`src/rtl/pe_rx_buffer.sv`:
```
// PE receive buffer: one FIFO per virtual channel, round-robin dequeue toward
// the PE, one registered credit back to the router per popped flit.
module pe_rx_buffer #(
  parameter  int NUM_VCS             = 2,
  parameter  int FLIT_DATA_WIDTH     = 64,
  parameter  int NUM_USER_RECV_PORTS = 16,
  parameter  int FLIT_BUFFER_DEPTH   = 4,
  localparam int DEST_BITS           = $clog2(NUM_USER_RECV_PORTS),
  localparam int VC_BITS             = (NUM_VCS > 1) ? $clog2(NUM_VCS) : 1,
  localparam int FW                  = 2 + FLIT_DATA_WIDTH + DEST_BITS + VC_BITS,
  localparam int CNT_BITS            = $clog2(FLIT_BUFFER_DEPTH + 1)
) (
  input  logic                        clk,
  input  logic                        rst_n,
  input  logic                        en,
  input  logic [FW-1:0]               flit_in,
  output logic [VC_BITS:0]            credit_out,
  output logic                        deq_valid,
  input  logic                        deq_ready,
  output logic [FW-1:0]               deq_flit,
  output logic [NUM_VCS*CNT_BITS-1:0] occupancy,
  output logic [15:0]                 pkt_cnt,
  output logic                        overflow
);

  localparam int                    PTR_BITS  = (FLIT_BUFFER_DEPTH > 1) ? $clog2(FLIT_BUFFER_DEPTH) : 1;
  localparam logic [CNT_BITS-1:0]   DEPTH_C   = CNT_BITS'(FLIT_BUFFER_DEPTH);
  localparam logic [PTR_BITS-1:0]   LAST_PTR  = PTR_BITS'(FLIT_BUFFER_DEPTH - 1);
  localparam logic [VC_BITS:0]      NUM_VCS_C = (VC_BITS + 1)'(NUM_VCS);
  localparam logic [VC_BITS-1:0]    LAST_VC   = VC_BITS'(NUM_VCS - 1);

  // Pointers wrap explicitly so any depth (not only powers of two) works.
  function automatic logic [PTR_BITS-1:0] ptr_inc(input logic [PTR_BITS-1:0] p);
    logic [PTR_BITS-1:0] n;
    if (p == LAST_PTR) begin
      n = '0;
    end else begin
      n = p + PTR_BITS'(1);
    end
    return n;
  endfunction

  function automatic logic [VC_BITS-1:0] vc_inc(input logic [VC_BITS-1:0] v);
    logic [VC_BITS-1:0] n;
    if (v == LAST_VC) begin
      n = '0;
    end else begin
      n = v + VC_BITS'(1);
    end
    return n;
  endfunction

  logic [FW-1:0]       r_mem    [NUM_VCS][FLIT_BUFFER_DEPTH];
  logic [PTR_BITS-1:0] r_rd_ptr [NUM_VCS];
  logic [PTR_BITS-1:0] r_wr_ptr [NUM_VCS];
  logic [CNT_BITS-1:0] r_cnt    [NUM_VCS];
  logic [VC_BITS-1:0]  r_rr;
  logic [VC_BITS:0]    r_credit;
  logic [15:0]         r_pkt_cnt;
  logic                r_overflow;

  logic                 w_in_valid;
  logic [VC_BITS-1:0]   w_in_vc;
  logic                 w_vc_legal;
  logic                 w_drop;
  logic [NUM_VCS-1:0]   w_push;
  logic [NUM_VCS-1:0]   w_pop;
  logic [NUM_VCS-1:0]   w_nonempty;
  logic [2*NUM_VCS-1:0] w_rot_dbl;
  logic                 w_found;
  logic [VC_BITS-1:0]   w_offset;
  logic [VC_BITS:0]     w_sum;
  logic [VC_BITS:0]     w_sel_sum;
  logic [VC_BITS-1:0]   w_sel;
  logic [FW-1:0]        w_head;
  logic                 w_deq_valid;
  logic                 w_pop_any;

  assign w_in_valid = flit_in[FW-1];
  assign w_in_vc    = flit_in[FLIT_DATA_WIDTH +: VC_BITS];
  assign w_vc_legal = ({1'b0, w_in_vc} < NUM_VCS_C);

  // Enqueue decode: the full check uses the pre-edge count, so a same-cycle pop never rescues a write.
  always_comb begin
    w_push = '0;
    w_drop = 1'b0;
    if (w_in_valid) begin
      if (w_vc_legal) begin
        for (int v = 0; v < NUM_VCS; v++) begin
          if (w_in_vc == VC_BITS'(v)) begin
            if (r_cnt[v] == DEPTH_C) begin
              w_drop = 1'b1;
            end else begin
              w_push[v] = 1'b1;
            end
          end else begin
            w_push[v] = 1'b0;
          end
        end
      end else begin
        w_drop = 1'b1;
      end
    end else begin
      w_drop = 1'b0;
    end
  end

  // Non-empty flags per VC.
  always_comb begin
    w_nonempty = '0;
    for (int v = 0; v < NUM_VCS; v++) begin
      w_nonempty[v] = (r_cnt[v] != '0);
    end
  end

  // Round-robin search: rotate so bit 0 is the rr VC, take the lowest set bit, rotate back.
  always_comb begin
    w_rot_dbl = {w_nonempty, w_nonempty} >> r_rr;
    w_found   = 1'b0;
    w_offset  = '0;
    for (int i = 0; i < NUM_VCS; i++) begin
      if (!w_found && w_rot_dbl[i]) begin
        w_found  = 1'b1;
        w_offset = VC_BITS'(i);
      end else begin
        w_found  = w_found;
        w_offset = w_offset;
      end
    end
    w_sum = {1'b0, r_rr} + {1'b0, w_offset};
    if (w_sum >= NUM_VCS_C) begin
      w_sel_sum = w_sum - NUM_VCS_C;
    end else begin
      w_sel_sum = w_sum;
    end
    w_sel = w_sel_sum[VC_BITS-1:0];
  end

  assign w_deq_valid = en & w_found;
  assign w_pop_any   = w_deq_valid & deq_ready;

  // Head mux and pop decode for the selected VC.
  always_comb begin
    w_head = r_mem[w_sel][r_rd_ptr[w_sel]];
    w_pop  = '0;
    for (int v = 0; v < NUM_VCS; v++) begin
      w_pop[v] = w_pop_any && (w_sel == VC_BITS'(v));
    end
    if (w_deq_valid) begin
      deq_flit = w_head;
    end else begin
      deq_flit = '0;
    end
  end

  assign deq_valid = w_deq_valid;

  // Flit storage: data need no reset because validity comes from the counts.
  always_ff @(posedge clk) begin
    for (int v = 0; v < NUM_VCS; v++) begin
      if (w_push[v]) begin
        r_mem[v][r_wr_ptr[v]] <= flit_in;
      end
    end
  end

  // Per-VC pointers and fill counts.
  always_ff @(posedge clk or negedge rst_n) begin
    if (!rst_n) begin
      for (int v = 0; v < NUM_VCS; v++) begin
        r_rd_ptr[v] <= '0;
        r_wr_ptr[v] <= '0;
        r_cnt[v]    <= '0;
      end
    end else begin
      for (int v = 0; v < NUM_VCS; v++) begin
        if (w_push[v]) begin
          r_wr_ptr[v] <= ptr_inc(r_wr_ptr[v]);
        end
        if (w_pop[v]) begin
          r_rd_ptr[v] <= ptr_inc(r_rd_ptr[v]);
        end
        case ({w_push[v], w_pop[v]})
          2'b10:   r_cnt[v] <= r_cnt[v] + CNT_BITS'(1);
          2'b01:   r_cnt[v] <= r_cnt[v] - CNT_BITS'(1);
          default: r_cnt[v] <= r_cnt[v];
        endcase
      end
    end
  end

  // Arbiter pointer, credit return, packet counter and sticky overflow.
  always_ff @(posedge clk or negedge rst_n) begin
    if (!rst_n) begin
      r_rr       <= '0;
      r_credit   <= '0;
      r_pkt_cnt  <= 16'd0;
      r_overflow <= 1'b0;
    end else begin
      if (w_pop_any) begin
        r_rr     <= vc_inc(w_sel);
        r_credit <= {1'b1, w_sel};
        if (w_head[FW-2]) begin
          r_pkt_cnt <= r_pkt_cnt + 16'd1;
        end
      end else begin
        r_credit <= '0;
      end
      if (w_drop) begin
        r_overflow <= 1'b1;
      end
    end
  end

  // Pack per-VC counts, VC0 in the low field.
  always_comb begin
    occupancy = '0;
    for (int v = 0; v < NUM_VCS; v++) begin
      occupancy[v*CNT_BITS +: CNT_BITS] = r_cnt[v];
    end
  end

  assign credit_out = r_credit;
  assign pkt_cnt    = r_pkt_cnt;
  assign overflow   = r_overflow;

endmodule

```
`config.mk`:
```
export PLATFORM = sky130hd
export DESIGN_NAME = pe_rx_buffer
export DESIGN_NICKNAME = d
export VERILOG_FILES = /design/src/rtl/pe_rx_buffer.sv
export SDC_FILE = /design/constraint.sdc
export NUM_CORES = 1
export LEC_CHECK = 0
export BUFFER_PORTS_ARGS = -buffer_cell sky130_fd_sc_hd__buf_2
export CAP_MARGIN = 0
export CELL_PAD_IN_SITES_DETAIL_PLACEMENT = 1
export CELL_PAD_IN_SITES_GLOBAL_PLACEMENT = 2
export CORE_MARGIN = 5
export CORE_UTILIZATION = 38
export CTS_CLUSTER_SIZE = 28
export DETAILED_ROUTE_END_ITERATION = 12
export GPL_ROUTABILITY_DRIVEN = 0
export GPL_TIMING_DRIVEN = 0
export PLACE_DENSITY_LB_ADDON = 0.2
export SLEW_MARGIN = 20
export SYNTH_ARGS = -nofsm -noshare
export SYNTH_HDL_FRONTEND = slang
export SYNTH_SLANG_ARGS = --single-unit
```
`constraint.sdc`:
```
create_clock -name clk -period 2.7 [get_ports clk]
set_input_delay 0 -clock clk [delete_from_list [all_inputs] [get_ports clk]]
set_output_delay 0 -clock clk [all_outputs]
set_load 0.01 [all_outputs]
```
==> impl_summary.log <==
INFO  metric status = complete, but fails checks
INFO  metric violations_in_the_final_reports = negative setup slack
INFO  metric worst_ep_required_time = 2700 ps
INFO  metric timing.rr.end = pkt_cnt[1]
INFO  metric yosysSeqAreaShare = between 70% and 80%
INFO  metric worst_setup_path_start_kind = flip-flop
INFO  metric floorplan.initialDensity = 38.3%
INFO  metric design.portCount = 172
INFO  metric ir_worst_vdd = 0.649 mV
INFO  metric num-fill-cells = 6386
INFO  metric row_count = between 90 and 100
INFO  metric final_routed_wirelength = 77300 um
INFO  metric netlist_area = between 20000 and 25000 um^2
INFO  metric die-height = approximately 260 um
INFO  metric worst_clock_skew = between 20 and 30 ps
INFO  metric clkLatencyLatePin = 600 ps
INFO  metric drtPass1Iterations = 5
INFO  metric setup_violations = 90
INFO  metric placed_cell_area = 26400 um^2
INFO  metric ff2ff_path_depth = 11
INFO  metric crit_path_end_kind = output pin
INFO  metric achievable-frequency = 311 MHz
INFO  metric area_used_by_multi_input_combinational_logic = 7240 um^2
INFO  metric worstSetupPathType = reg2out
INFO  metric first_global_vias = 18000
INFO  metric numClockSinks = 602
INFO  metric worst-slew-pin-transition = about 1100 ps
INFO  metric total_global_route_track_usage = between 20% and 30%
INFO  metric drt_drc_violations_left = 0
INFO  metric timing.hold.worst.class = in2async
INFO  metric grt-ovfl-total = 0
INFO  metric layout.cells.non_filler = 3187
INFO  metric numCtsBuffers = 68
INFO  metric detailed_place_hpwl = 45700 um
INFO  metric drt_iter0_markers = 1163
INFO  metric share_of_cells_above_drive_strength_1 = 29.2%
INFO  metric reg2reg_slack = -460 ps
INFO  metric clk_pin_slew = around 60 ps
INFO  metric cap_violations = 0
INFO  metric syn-instance-count = between 1500 and 2000
INFO  metric floorplan.die_area = a little under 70000 um^2
INFO  metric clock_tree.root_cell = sky130_fd_sc_hd__clkbuf_16
INFO  metric critical_path.reg2reg.startpoint = occupancy[3]
INFO  metric fin_crit = 3220 ps
INFO  metric hold_viol_final = 0
INFO  metric critPathLaunch = occupancy[3]
INFO  metric grt_max_degree = 40
INFO  metric mappedNetlistNets = 2014
INFO  metric critPathMaxFanout = 8
INFO  metric timing.hold.ws = approximately 37 ps
INFO  metric coreArea = 63000 um^2
INFO  metric initial_antenna_violation_count = 8
INFO  metric rsz0062_at_grt = yes
INFO  metric synthDistinctLibCells = 34
INFO  metric ys.warnings.count = 0
INFO  metric wire_length_of_the_first_global_routing_pass = 113000 um
INFO  metric worst_ep_arrival_time = approximately 3200 ps
INFO  metric synthToLayoutAreaGrowth = 32.5%
INFO  metric postLayoutCellArea = 32000 um^2
INFO  metric drt-vias-per-instance = 5.32
INFO  metric postSynthRegisterBits = 602
INFO  metric route.detailed.wl_per_inst = 24.2 um
INFO  metric placed_cells = 2954
INFO  metric seq_area = 17900 um^2
INFO  metric io_buffer_count = 171
INFO  metric power.static_leakage = 0.0118 uW
INFO  metric route.vias.total = approximately 17000
INFO  metric tritoncts = built
INFO  metric min_period_over_period = 119%
INFO  metric synth.avg_cell_area = 12.5 um^2
INFO  metric final_nets = 2376
INFO  metric timing.max_slew.rel_slack = 28.8%
INFO  metric total_power = between 40000 and 50000 uW
INFO  metric post_layout_worst_setup_margin = -519 ps
INFO  metric clock_buffer_depth = 3
INFO  metric final-max-slew-violation-count = 0
INFO  metric die_w = between 200 and 300 um
INFO  metric ant_nets = 0
INFO  metric power.density_cell_area = 1370 nW/um^2
INFO  metric ctsHtreeMaxLevel = 3
-- what timing repair did --
item	4_1_cts	5_1_grt
gates resized for setup	429	158
hold endpoints to repair	607	0
endpoints found under the setup margin	100	95
pin swaps	95	70
gates cloned	9	3
hold buffers	73	0
buffers inserted	22	2
-- power breakdown --
part / internal (uW) / switching, uW
clock: 5220 / 3690
sequential: 11300 / 371
combinational: 8460 / 14700
total: 25000 / 18700
-- worst max-delay path by stage --
stage	end	slack [ps]	cells after the start
final	deq_flit[12]	-520	10
after global routing	deq_flit[12]	-580	10
after CTS	deq_flit[24]	-530	10
after detailed placement	deq_flit[46]	-1540	11
after global placement	deq_flit[46]	-1520	11
after floorplan	pkt_cnt[1]	-70	10
-- metrics by stage --
step	util (%)	setup TNS [ps]	worst slack, ps
finish	50.8	-37250	-519
global route	50.8	-45580	-578
CTS	49.7	-39470	-527
detailed placement	42.0	-109920	-1540
global placement	41.5	-371020	-1520
floorplan	-	-192	-71.1
-- placed cells by master, fill, tap and decap left out, drive strengths merged --
| cell | synthesis | final |
|---|---|---|
| a22oi | 1 | 1 |
| nor3 | 5 | 5 |
| bufinv | 0 | 3 |
| a2111oi | 6 | 6 |
| nor4 | 2 | 2 |
| nand4 | 3 | 3 |
| nor2 | 16 | 16 |
| diode | 0 | 2 |
| a21o | 2 | 2 |
| clkbuf | 110 | 175 |
| o21ai | 3 | 3 |
| a21oi | 73 | 73 |
| fa | 2 | 2 |
| o21bai | 1 | 1 |
| mux2 | 8 | 8 |
| xor2 | 17 | 17 |
| and2 | 1 | 1 |
| dlygate4sd3 | 0 | 73 |
| ha | 13 | 13 |
| mux2i | 9 | 9 |
| nand3 | 426 | 426 |
| nand2 | 575 | 575 |
| and3 | 9 | 10 |
| a211oi | 4 | 4 |
| dfrtp | 34 | 34 |
| xnor2 | 4 | 4 |
| edfxtp | 568 | 568 |
| a31oi | 2 | 2 |
| clkinvlp | 0 | 1 |
| maj3 | 1 | 1 |
| buf | 11 | 252 |
| inv | 16 | 16 |
| clkinv | 0 | 31 |
| or3 | 2 | 2 |
-- registers in the layout, summed over array words and instances (netlist names) --
signal      flops
pkt_cnt        16
r_rd_ptr        4
r_wr_ptr        4
occupancy       6
r_rr            1
credit_out      2
r_mem         568
overflow        1
-- cells by family after synthesis --
kind of cell | share of synthesized area (%)
adders and majority gates | 0.887
and+or+nand+nor | 18.6
xor gates and xnor gates | 0.762
DFF | 74.2
AOI/OAI and AO/OA | 2.51
muxes | 0.763
buffers and inverters | 2.24
-- cells in the mapped netlist --
master / count / area, um^2
sky130_fd_sc_hd__fa_1: 2 / 40.0
sky130_fd_sc_hd__clkbuf_1: 110 / 413
sky130_fd_sc_hd__and3_1: 9 / 56.3
sky130_fd_sc_hd__ha_1: 13 / 163
sky130_fd_sc_hd__mux2_4: 1 / 15.0
sky130_fd_sc_hd__maj3_2: 1 / 11.3
sky130_fd_sc_hd__xnor2_1: 4 / 35.0
sky130_fd_sc_hd__a2111oi_2: 1 / 15.0
sky130_fd_sc_hd__nor4_1: 2 / 12.5
sky130_fd_sc_hd__nand3_1: 426 / 2130
sky130_fd_sc_hd__buf_6: 3 / 33.8
sky130_fd_sc_hd__or3_4: 1 / 11.3
sky130_fd_sc_hd__buf_1: 7 / 26.3
sky130_fd_sc_hd__dfrtp_1: 34 / 851
sky130_fd_sc_hd__a211oi_1: 4 / 30.0
sky130_fd_sc_hd__a2111oi_4: 5 / 138
sky130_fd_sc_hd__buf_4: 1 / 7.51
sky130_fd_sc_hd__or3_1: 1 / 6.26
sky130_fd_sc_hd__nand4_1: 3 / 18.8
sky130_fd_sc_hd__and2_1: 1 / 6.26
sky130_fd_sc_hd__nor2_1: 16 / 60.1
sky130_fd_sc_hd__a22oi_1: 1 / 7.51
sky130_fd_sc_hd__o21bai_1: 1 / 7.51
sky130_fd_sc_hd__a21o_1: 2 / 15.0
sky130_fd_sc_hd__mux2i_1: 9 / 90.1
sky130_fd_sc_hd__inv_1: 16 / 60.1
sky130_fd_sc_hd__o21ai_0: 3 / 15.0
sky130_fd_sc_hd__a21oi_1: 73 / 365
sky130_fd_sc_hd__nand2_1: 575 / 2160
sky130_fd_sc_hd__nor3_1: 5 / 25.0
sky130_fd_sc_hd__a31oi_1: 2 / 12.5
sky130_fd_sc_hd__xor2_1: 17 / 149
sky130_fd_sc_hd__edfxtp_1: 568 / 17100
sky130_fd_sc_hd__mux2_2: 7 / 78.8
-- area by class of cell --
cell class	instances	share of cell area (%)
plain buffers	120	3.66
repair buffers	292	7.50
inverters	16	0.188
flip-flops and latches	602	56.0
clock buffers	88	5.92
clock inverters	35	0.720
diodes	2	0.0157
multi-input cells	1186	22.7
well taps	846	3.31
-- layer usage --
layer	vias up	track usage [%]	wire [um]
met5	-	0	41
met4	8	6.14	1450
met3	98	4.10	4520
met2	501	36.7	37900
met1	8710	29.7	33300
li1	7633	-	-
-- worst max-delay path, stage by stage, from the launching register on --
cell and delay (ps):
sky130_fd_sc_hd__dfrtp_2 400, sky130_fd_sc_hd__or3_4 380, sky130_fd_sc_hd__maj3_2 330, sky130_fd_sc_hd__buf_8 150
sky130_fd_sc_hd__mux2_4 400, sky130_fd_sc_hd__clkbuf_16 220, sky130_fd_sc_hd__clkbuf_16 180, sky130_fd_sc_hd__nand3_4 70
sky130_fd_sc_hd__nand3_4 80, sky130_fd_sc_hd__a21oi_4 230, sky130_fd_sc_hd__buf_6 150
No activity file was read; power rests on OpenSTA's default activity.
